===== config.mk =====
export PLATFORM = sky130hd
export DESIGN_NAME = uart_tx_arbiter
export DESIGN_NICKNAME = d
export VERILOG_FILES = /design/src/rtl/uart_tx_arbiter.sv
export SDC_FILE = /design/constraint.sdc
export NUM_CORES = 1
export LEC_CHECK = 0
export BUFFER_PORTS_ARGS = -buffer_cell sky130_fd_sc_hd__buf_2
export CAP_MARGIN = 10
export CELL_PAD_IN_SITES_DETAIL_PLACEMENT = 0
export CELL_PAD_IN_SITES_GLOBAL_PLACEMENT = 1
export CORE_MARGIN = 4
export CORE_UTILIZATION = 33
export DETAILED_ROUTE_END_ITERATION = 8
export PLACE_DENSITY_LB_ADDON = 0.1
export SYNTH_ARGS = -nofsm -noshare
export SYNTH_HDL_FRONTEND = slang
export SYNTH_SLANG_ARGS = --single-unit

===== constraint.sdc =====
create_clock -name wb_clk_i -period 2.65 [get_ports wb_clk_i]
set_input_delay 0.53 -clock wb_clk_i [delete_from_list [all_inputs] [get_ports wb_clk_i]]
set_output_delay 0.53 -clock wb_clk_i [all_outputs]
set_load 0.02 [all_outputs]

===== src/rtl/uart_tx_arbiter.sv =====
// uart_tx_arbiter: round-robin byte scheduler for a shared UART transmitter with watchdog; UART_ARB_LOCK_EN makes grants sticky.
module uart_tx_arbiter #(
    parameter int NUM_REQ        = 4,
    parameter int TIMEOUT_CYCLES = 0
) (
    input  logic                 wb_clk_i,
    input  logic                 wb_rst_i,
    input  logic [NUM_REQ-1:0]   i_req_valid,
    input  logic [8*NUM_REQ-1:0] i_req_data,
    input  logic [NUM_REQ-1:0]   i_lock,
    output logic [NUM_REQ-1:0]   o_req_ready,
    output logic [NUM_REQ-1:0]   o_grant,
    output logic [7:0]           o_tx_data,
    output logic                 o_tx_start,
    input  logic                 i_tx_start_clear,
    input  logic                 i_tx_busy,
    output logic                 o_timeout
);
    localparam int PW = $clog2(NUM_REQ);
    localparam int CW = TIMEOUT_CYCLES > 0 ? $clog2(TIMEOUT_CYCLES + 1) : 1;

    typedef enum logic [1:0] {IDLE, START, DRAIN} state_t;

    state_t             state;
    logic [PW-1:0]      ptr, win, k;
    logic [CW-1:0]      cnt;
    logic [NUM_REQ-1:0] win_oh;
    logic               accept, tmo;

    // scan from farthest to nearest so the first valid after ptr is written last
    always_comb begin
        win = ptr;
        k = '0;
        for (int i = NUM_REQ; i >= 1; i--) begin
            k = PW'((int'(ptr) + i) % NUM_REQ);
            if (i_req_valid[k]) win = k;
        end
`ifdef UART_ARB_LOCK_EN
        if (i_lock[ptr] && i_req_valid[ptr]) win = ptr;
`endif
    end

`ifndef UART_ARB_LOCK_EN
    logic unused_lock;
    assign unused_lock = ^i_lock;
`endif

    assign win_oh      = NUM_REQ'(1) << win;
    assign accept      = !wb_rst_i && state == IDLE && !i_tx_busy && |i_req_valid;
    assign o_req_ready = accept ? win_oh : '0;
    assign tmo         = TIMEOUT_CYCLES > 0 && int'(cnt) == TIMEOUT_CYCLES - 1;

    always_ff @(posedge wb_clk_i) begin
        if (wb_rst_i) begin
            state      <= IDLE;
            o_tx_start <= 1'b0;
            o_tx_data  <= '0;
            o_grant    <= '0;
            o_timeout  <= 1'b0;
            ptr        <= PW'(NUM_REQ - 1);
            cnt        <= '0;
        end else begin
            o_timeout <= 1'b0;
            if (state != IDLE && int'(cnt) < TIMEOUT_CYCLES) cnt <= cnt + 1'b1;
            case (state)
                IDLE: begin
                    if (accept) begin
                        o_tx_data  <= i_req_data[{win, 3'b000} +: 8];
                        o_grant    <= win_oh;
                        ptr        <= win;
                        o_tx_start <= 1'b1;
                        cnt        <= '0;
                        state      <= START;
                    end
                end
                START: begin
                    if (i_tx_start_clear) begin
                        o_tx_start <= 1'b0;
                        state      <= DRAIN;
                    end else if (tmo) begin
                        o_timeout  <= 1'b1;
                        o_tx_start <= 1'b0;
                        o_grant    <= '0;
                        state      <= IDLE;
                    end
                end
                DRAIN: begin
                    if (!i_tx_busy) begin
                        o_grant <= '0;
                        state   <= IDLE;
                    end else if (tmo) begin
                        o_timeout <= 1'b1;
                        o_grant   <= '0;
                        state     <= IDLE;
                    end
                end
                default: state <= IDLE;
            endcase
        end
    end
endmodule


==> summary.txt, run 1 <==
Setup path
  • Slowest cell delay on critical path: 0.43 ns
  • Worst R2R Start: ptr[0]
  • Most frequent CP cell: buf_2
  • CP Max Fanout: 5
  • Worst EP required: 2.12 ns
  • CP top delay family: simple AND/OR/NAND/NOR gates
  • Register-to-Register Path Depth: 7
  • Worst setup EP type: primary output
  • CP Cell Sequence: buf_2, nor2b_1, or3b_4, a21oi_1, and2_1, buf_2
  • Worst Setup Start Kind: input port
  • Buffers plus inverters on the worst setup path: 2
  • Worst EP arrival: between 1.5 and 2 ns
  • Reg2reg end: o_tx_data[0]
  • Critical path type: in -> out
  • R2R Setup Slk: 0.83 ns
  • Critical Path Slowest Stage Cell: or3b_4

Clock tree
  • CTS tree: done
  • Total setup buffers inserted after CTS: 0
  • Register clock-pin slew on the reported worst setup and hold paths: 0.10 ns
  • Post-cts hold buffer count: 0
  • H-tree Lvls: 1
  • Clock Tree Root: clkbuf_4
  • Clock insertion delay at the later pin of the skew report: approximately 0.29 ns
  • CTS buffer count: 3
  • Clock Tree Buf Depth: 2
  • PostCTS Resize Cnt: 0
  • Num Clock Sinks: 17

Synthesis
  • Synth area leader: dfxtp_1
  • Post-synthesis sequential area ratio: 31.0%
  • Area share of the largest cell type after synthesis: 31.0%
  • Synth cell types: 37
  • Syn Area/Cell: 9.72 sq um
  • Register bit total from synthesis: 17
  • EDFF count, synth: 0
  • Cells after Synth: around 110
  • Post-synthesis cell area: 1100 sq um
  • Largest cells by area after synthesis: dfxtp_1, a211oi_2, mux2i_1
  • Main synth FF type: dfxtp_1
  • YS warnings: 0
  • Synth async-reset ratio: 0%
  • Synthesized net count: roughly 160

Routing
  • Vias: 1116
  • DR vias/cell: 5.10
  • Number of remaining DRC errors: 0
  • Routed WL: 3.17 mm
  • Iter 0 DRT Violations: 36
  • Final ANT Viol Nets: 0
  • Pre-Repair DR Iteration Count: 4
  • WL per Instance: roughly 14 um

Flow run
  • Max cap viols: 0

Placed design
  • RD Place Congestion: roughly 0.75
  • Port Buffers: 56
  • Worst slack, placed: 0.221 ns
  • Final HPWL DP: 2.49 mm

Final layout
  • Filler Cells Inserted: 320
  • Fin nets: 220
  • Antenna diodes: 0
  • Area Growth Syn to Fin: 34.4%
  • Commonest non-fill, non-tap cell in the layout: buf_2
  • Most frequent cells in the layout: buf_2, dfxtp_1, a21oi_1, a211oi_2
  • Layout cells sized above 1: 52.0%

Timing
  • Final min period: 2.44 ns
  • Final setup margin: approximately 0.21 ns
  • Final Max Slew Viols: 0
  • TNS Setup: 0 ns
  • Clk_skew: 0.00329 ns
  • Fin. Hold Viols: 0
  • Period Utilization, post-route: 91.9%
  • Achievable Freq: 0.410 GHz
  • # setup viols final: 0
  • RSZ-0062 raised after global routing: false

Global routing
  • Pin count of the biggest net entering global routing: 19
  • Global route overflow: 0
  • Met3 Use GR: under 10%
  • Gr busiest metal: met2
  • First-pass GRT wire length: ~5.4 mm
  • Grt met2 use: 26.3%
  • Vias in the first global route: 1149
  • Grt met1 use: a little over a fifth
  • Gr usage total: 15.8%
  • Antenna violations before repair: 0

Floorplan
  • Die width: 65.7 um
  • Die area: roughly 4300 sq um
  • Site row count: 20
  • Core Footprint: about 3100 sq um
  • DIE HEIGHT: 65.7 um
  • Initial Util: 35.1%
  • I/O pin count: 62

Power
  • Peak supply drop: 0.000211 V
  • Power Density: approximately 470 nW/um^2
  • Total Power: 696 uW
  • LEAKAGE: 0.663 nW

Hold path
  • Hold Crit Start: o_tx_data[7]
  • Hold WC Path Type: reg -> reg
  • Hold Path Stages: 2
  • Hold endpoint: o_tx_data[7]

Status
  • Status: finished clean
-- through the flow --
step / utilization, % / area, sq um / cells / hold WS (ns)
2_1_floorplan: - / 1100 / 113 / 0.480
3_3_place_gp: 46.4 / 1450 / 215 / 0.461
3_5_place_dp: 46.4 / 1450 / 215 / 0.456
4_1_cts: 47.2 / 1480 / 219 / 0.475
5_1_grt: 47.2 / 1480 / 219 / 0.516
6_report: 47.2 / 1480 / 219 / 0.469
-- power breakdown --
part | switching [mW] | internal [mW] | total, mW
clock network | 0.0868 | 0.0585 | 0.145
registers | 0.0141 | 0.281 | 0.295
logic | 0.141 | 0.115 | 0.256
-- flip-flops by register name, indices dropped and copies added, names as in the netlist --
name and cells:
o_tx_data 8, o_grant 4, o_tx_start 1, state 2, ptr 2
-- kinds of logic after synthesis --
group | Yosys count | synth area share, %
flip-flops | 17 | 31.0
other | 1 | 0.341
multiplexers | 7 | 6.38
AO/OA/AOI/OAI | 47 | 37.9
AND/OR/NAND/NOR | 32 | 18.7
buffers and inverters | 9 | 5.69
-- cell type report --
type	instances	area, sq um	area share (%)
clock buffer	4	26.3	1.78
inverter	1	3.75	0.254
multi-input combinational	87	696	47.1
sequential	17	340	23.1
tap	44	55.1	3.73
timing repair buffer	66	355	24.1
-- worst reg2reg max path, stage by stage (launching register included) --
cell      delay [ns]
dfxtp_1         0.38
nor2b_1         0.08
o21a_1          0.19
buf_4           0.17
nor3_4          0.21
buf_4           0.31
mux2i_1         0.29
a211oi_2        0.09
-- synth_stat cells (3+ instances only) --
library cell	n
nand2_1	3
mux2i_1	7
and2_1	3
dfxtp_1	17
a211oi_1	4
buf_4	3
a21oi_1	12
a211oi_2	12
nor2_1	10
o31a_1	7
-- metal layers --
| metal | share of wire [%] | wire length, um |
|---|---|---|
| met3 | 6.9 | 219 |
| met5 | 0 | 0 |
| met4 | 0.69 | 22 |
| met2 | 48 | 1520 |
| met1 | 44 | 1410 |
-- how the worst max path moves through the flow --
stage / endpoint / startpoint / cells after the start
after floorplan: o_req_ready[2] / wb_rst_i / 6
after CTS: o_req_ready[0] / i_req_valid[3] / 6
after global routing: o_req_ready[1] / i_req_valid[3] / 6
after detailed placement: o_req_ready[0] / i_req_valid[3] / 6
final: o_req_ready[1] / i_req_valid[3] / 6
after global placement: o_req_ready[0] / i_req_valid[3] / 6
No activity file was read; power rests on OpenSTA's default activity.
==> inputs of run 2 (changes only) <==
- PLACE_DENSITY: unset -> 0.85
- PLACE_DENSITY_LB_ADDON: 0.1 -> unset
==> run 2 against run 1 <==
Die area did not move. Sequential share of layout area rose by 0.24 points. Register-to-register slack barely moved. Combinational power barely moved. Largest cell class unchanged. Largest power group unchanged. Highest routed layer unchanged.
==> summary.txt, run 2 (synthesis results as in run 1) <==
Floorplan
  • I/O pin count: 62 (unchanged)
  • Core Footprint: 3130 sq um (unchanged)
  • DIE HEIGHT: 65.7 um (unchanged)
  • Site row count: 20 (unchanged)
  • Die width: 65.7 um (unchanged)
  • Initial Util: 35.1% (unchanged)
  • Die area: 4320 sq um (unchanged)

Setup path
  • Worst EP required: 2.12 ns (about the same)
  • Most frequent CP cell: buf_2
  • Critical Path Slowest Stage Cell: or3b_4
  • Slowest cell delay on critical path: 0.42 ns (about the same)
  • CP Max Fanout: 5 (unchanged)
  • Critical path type: in -> out
  • Worst Setup Start Kind: input port
  • CP top delay family: simple AND/OR/NAND/NOR gates
  • CP Cell Sequence: buf_2, nor2b_1, or3b_4, a21oi_1, and2_1, buf_2
  • Worst setup EP type: primary output
  • Buffers plus inverters on the worst setup path: 2 (unchanged)
  • Worst EP arrival: 1.86 ns (-0.05 ns)

Routing
  • DR vias/cell: 5.18 (+1.7%)
  • Routed WL: 3.15 mm (-0.63%)
  • Number of remaining DRC errors: 0 (unchanged)
  • Vias: 1125 (+0.81%)
  • WL per Instance: 14.5 um (+0.28%)
  • Pre-Repair DR Iteration Count: 4 (unchanged)
  • Iter 0 DRT Violations: 53 (+47%)
  • Final ANT Viol Nets: 0 (unchanged)

Clock tree
  • Post-cts hold buffer count: 0 (unchanged)
  • PostCTS Resize Cnt: 0 (unchanged)
  • CTS tree: done
  • Num Clock Sinks: 17 (unchanged)
  • Clock insertion delay at the later pin of the skew report: 0.29 ns (about the same)
  • Clock Tree Root: clkbuf_4
  • Clock Tree Buf Depth: 2 (unchanged)
  • Register clock-pin slew on the reported worst setup and hold paths: 0.09 ns (about the same)
  • CTS buffer count: 3 (unchanged)
  • H-tree Lvls: 1 (unchanged)
  • Total setup buffers inserted after CTS: 0 (unchanged)

Power
  • Power Density: 472 nW/um^2 (+0.24%)
  • LEAKAGE: 0.652 nW (-1.6%)
  • Peak supply drop: 0.000310 V (+47%)

Timing
  • Clk_skew: 0.00580 ns (+0.00250 ns)
  • # setup viols final: 0 (unchanged)
  • Fin. Hold Viols: 0 (unchanged)
  • RSZ-0062 raised after global routing: false
  • Final min period: 2.39 ns (-0.0452 ns)
  • Final Max Slew Viols: 0 (unchanged)
  • TNS Setup: 0 ns (unchanged)
  • Period Utilization, post-route: 90.2% (-1.7 points)
  • Achievable Freq: 0.418 GHz (+1.9%)

Final layout
  • Area Growth Syn to Fin: 33.0%
  • Max reg flops: 8 (unchanged)
  • Top flop regs: o_tx_data (8), o_grant (4)
  • Most frequent cells in the layout: buf_2, dfxtp_1, a21oi_1, a211oi_2, nor2_1
  • Final non-filler cell total: 217 (-0.91%)
  • Layout cells sized above 1: 51.4% (-0.55 points)
  • Commonest non-fill, non-tap cell in the layout: buf_2
  • Fin nets: 218 (-0.91%)
  • Antenna diodes: 0 (unchanged)
  • Most flops, register: o_tx_data

Placed design
  • Placed instance count: 213 (-0.93%)
  • Port Buffers: 56 (unchanged)
  • Final HPWL DP: 2.53 mm (+1.6%)
  • RD Place Congestion: 0.774 (+3.3%)

Status
  • Status: finished clean

Global routing
  • Vias in the first global route: 1114 (-3.0%)
  • Antenna violations before repair: 0 (unchanged)
  • Global route overflow: 0 (unchanged)
  • Gr usage total: 15.1% (-0.67 points)
  • Pin count of the biggest net entering global routing: 19 (unchanged)
  • First-pass GRT wire length: 5.09 mm (-5.0%)

Flow run
  • Max cap viols: 0 (unchanged)

Hold path
  • Hold WC Path Type: reg -> reg
run 2: changes by cell type in the layout (fill, tap and decap cells not counted), sizes merged:
cell	before	now
buf	66	64
run 2: layer usage:
metal,global-route usage [%],part of all wire (%),routed length [um]
met1,18.9,44,1380
met2,25.0,48,1520
met3,4.44,6.8,215
met4,4.15,0.89,28
met5,0,0,0
run 2: path summary, 6_finish.rpt:
check | depth (start not counted) | slack, ns | from | to
max | 6 | 0.26 | i_req_valid[3] | o_req_ready[1]
min | 1 | 0.50 | o_tx_start | o_tx_start
max reg2reg | 7 | 0.82 | ptr[0] | o_tx_data[5]
min reg2reg | 1 | 0.50 | o_tx_start | o_tx_start
run 2: cell type report:
| class | instances | area (sq um) |
|---|---|---|
| multi-input cells | 87 | 696 |
| inverters | 1 | 3.75 |
| clock buffers | 4 | 26.3 |
| flip-flops and latches | 17 | 340 |
| repair buffers | 64 | 340 |
| fillers | 301 | 1670 |
| well taps | 44 | 55.1 |
run 2: through the flow:
stage	power, mW	util [%]	setup WS, ns	cell area, sq um	hold WS [ns]
4_1_cts	0.696	46.7	0.253	1460	0.506
3_5_place_dp	0.556	45.9	0.259	1440	0.481
5_1_grt	0.728	46.7	0.160	1460	0.529
2_1_floorplan	0.471	-	0.343	1100	0.480
6_report	0.690	46.7	0.259	1460	0.497
3_3_place_gp	0.549	45.9	0.300	1440	0.455
run 2: where the power goes:
| group | internal (mW) | switching [mW] | total, mW |
|---|---|---|---|
| registers | 0.281 | 0.0159 | 0.296 |
| clock network | 0.0585 | 0.0819 | 0.140 |
| logic | 0.113 | 0.141 | 0.253 |
| total | 0.452 | 0.239 | 0.690 |
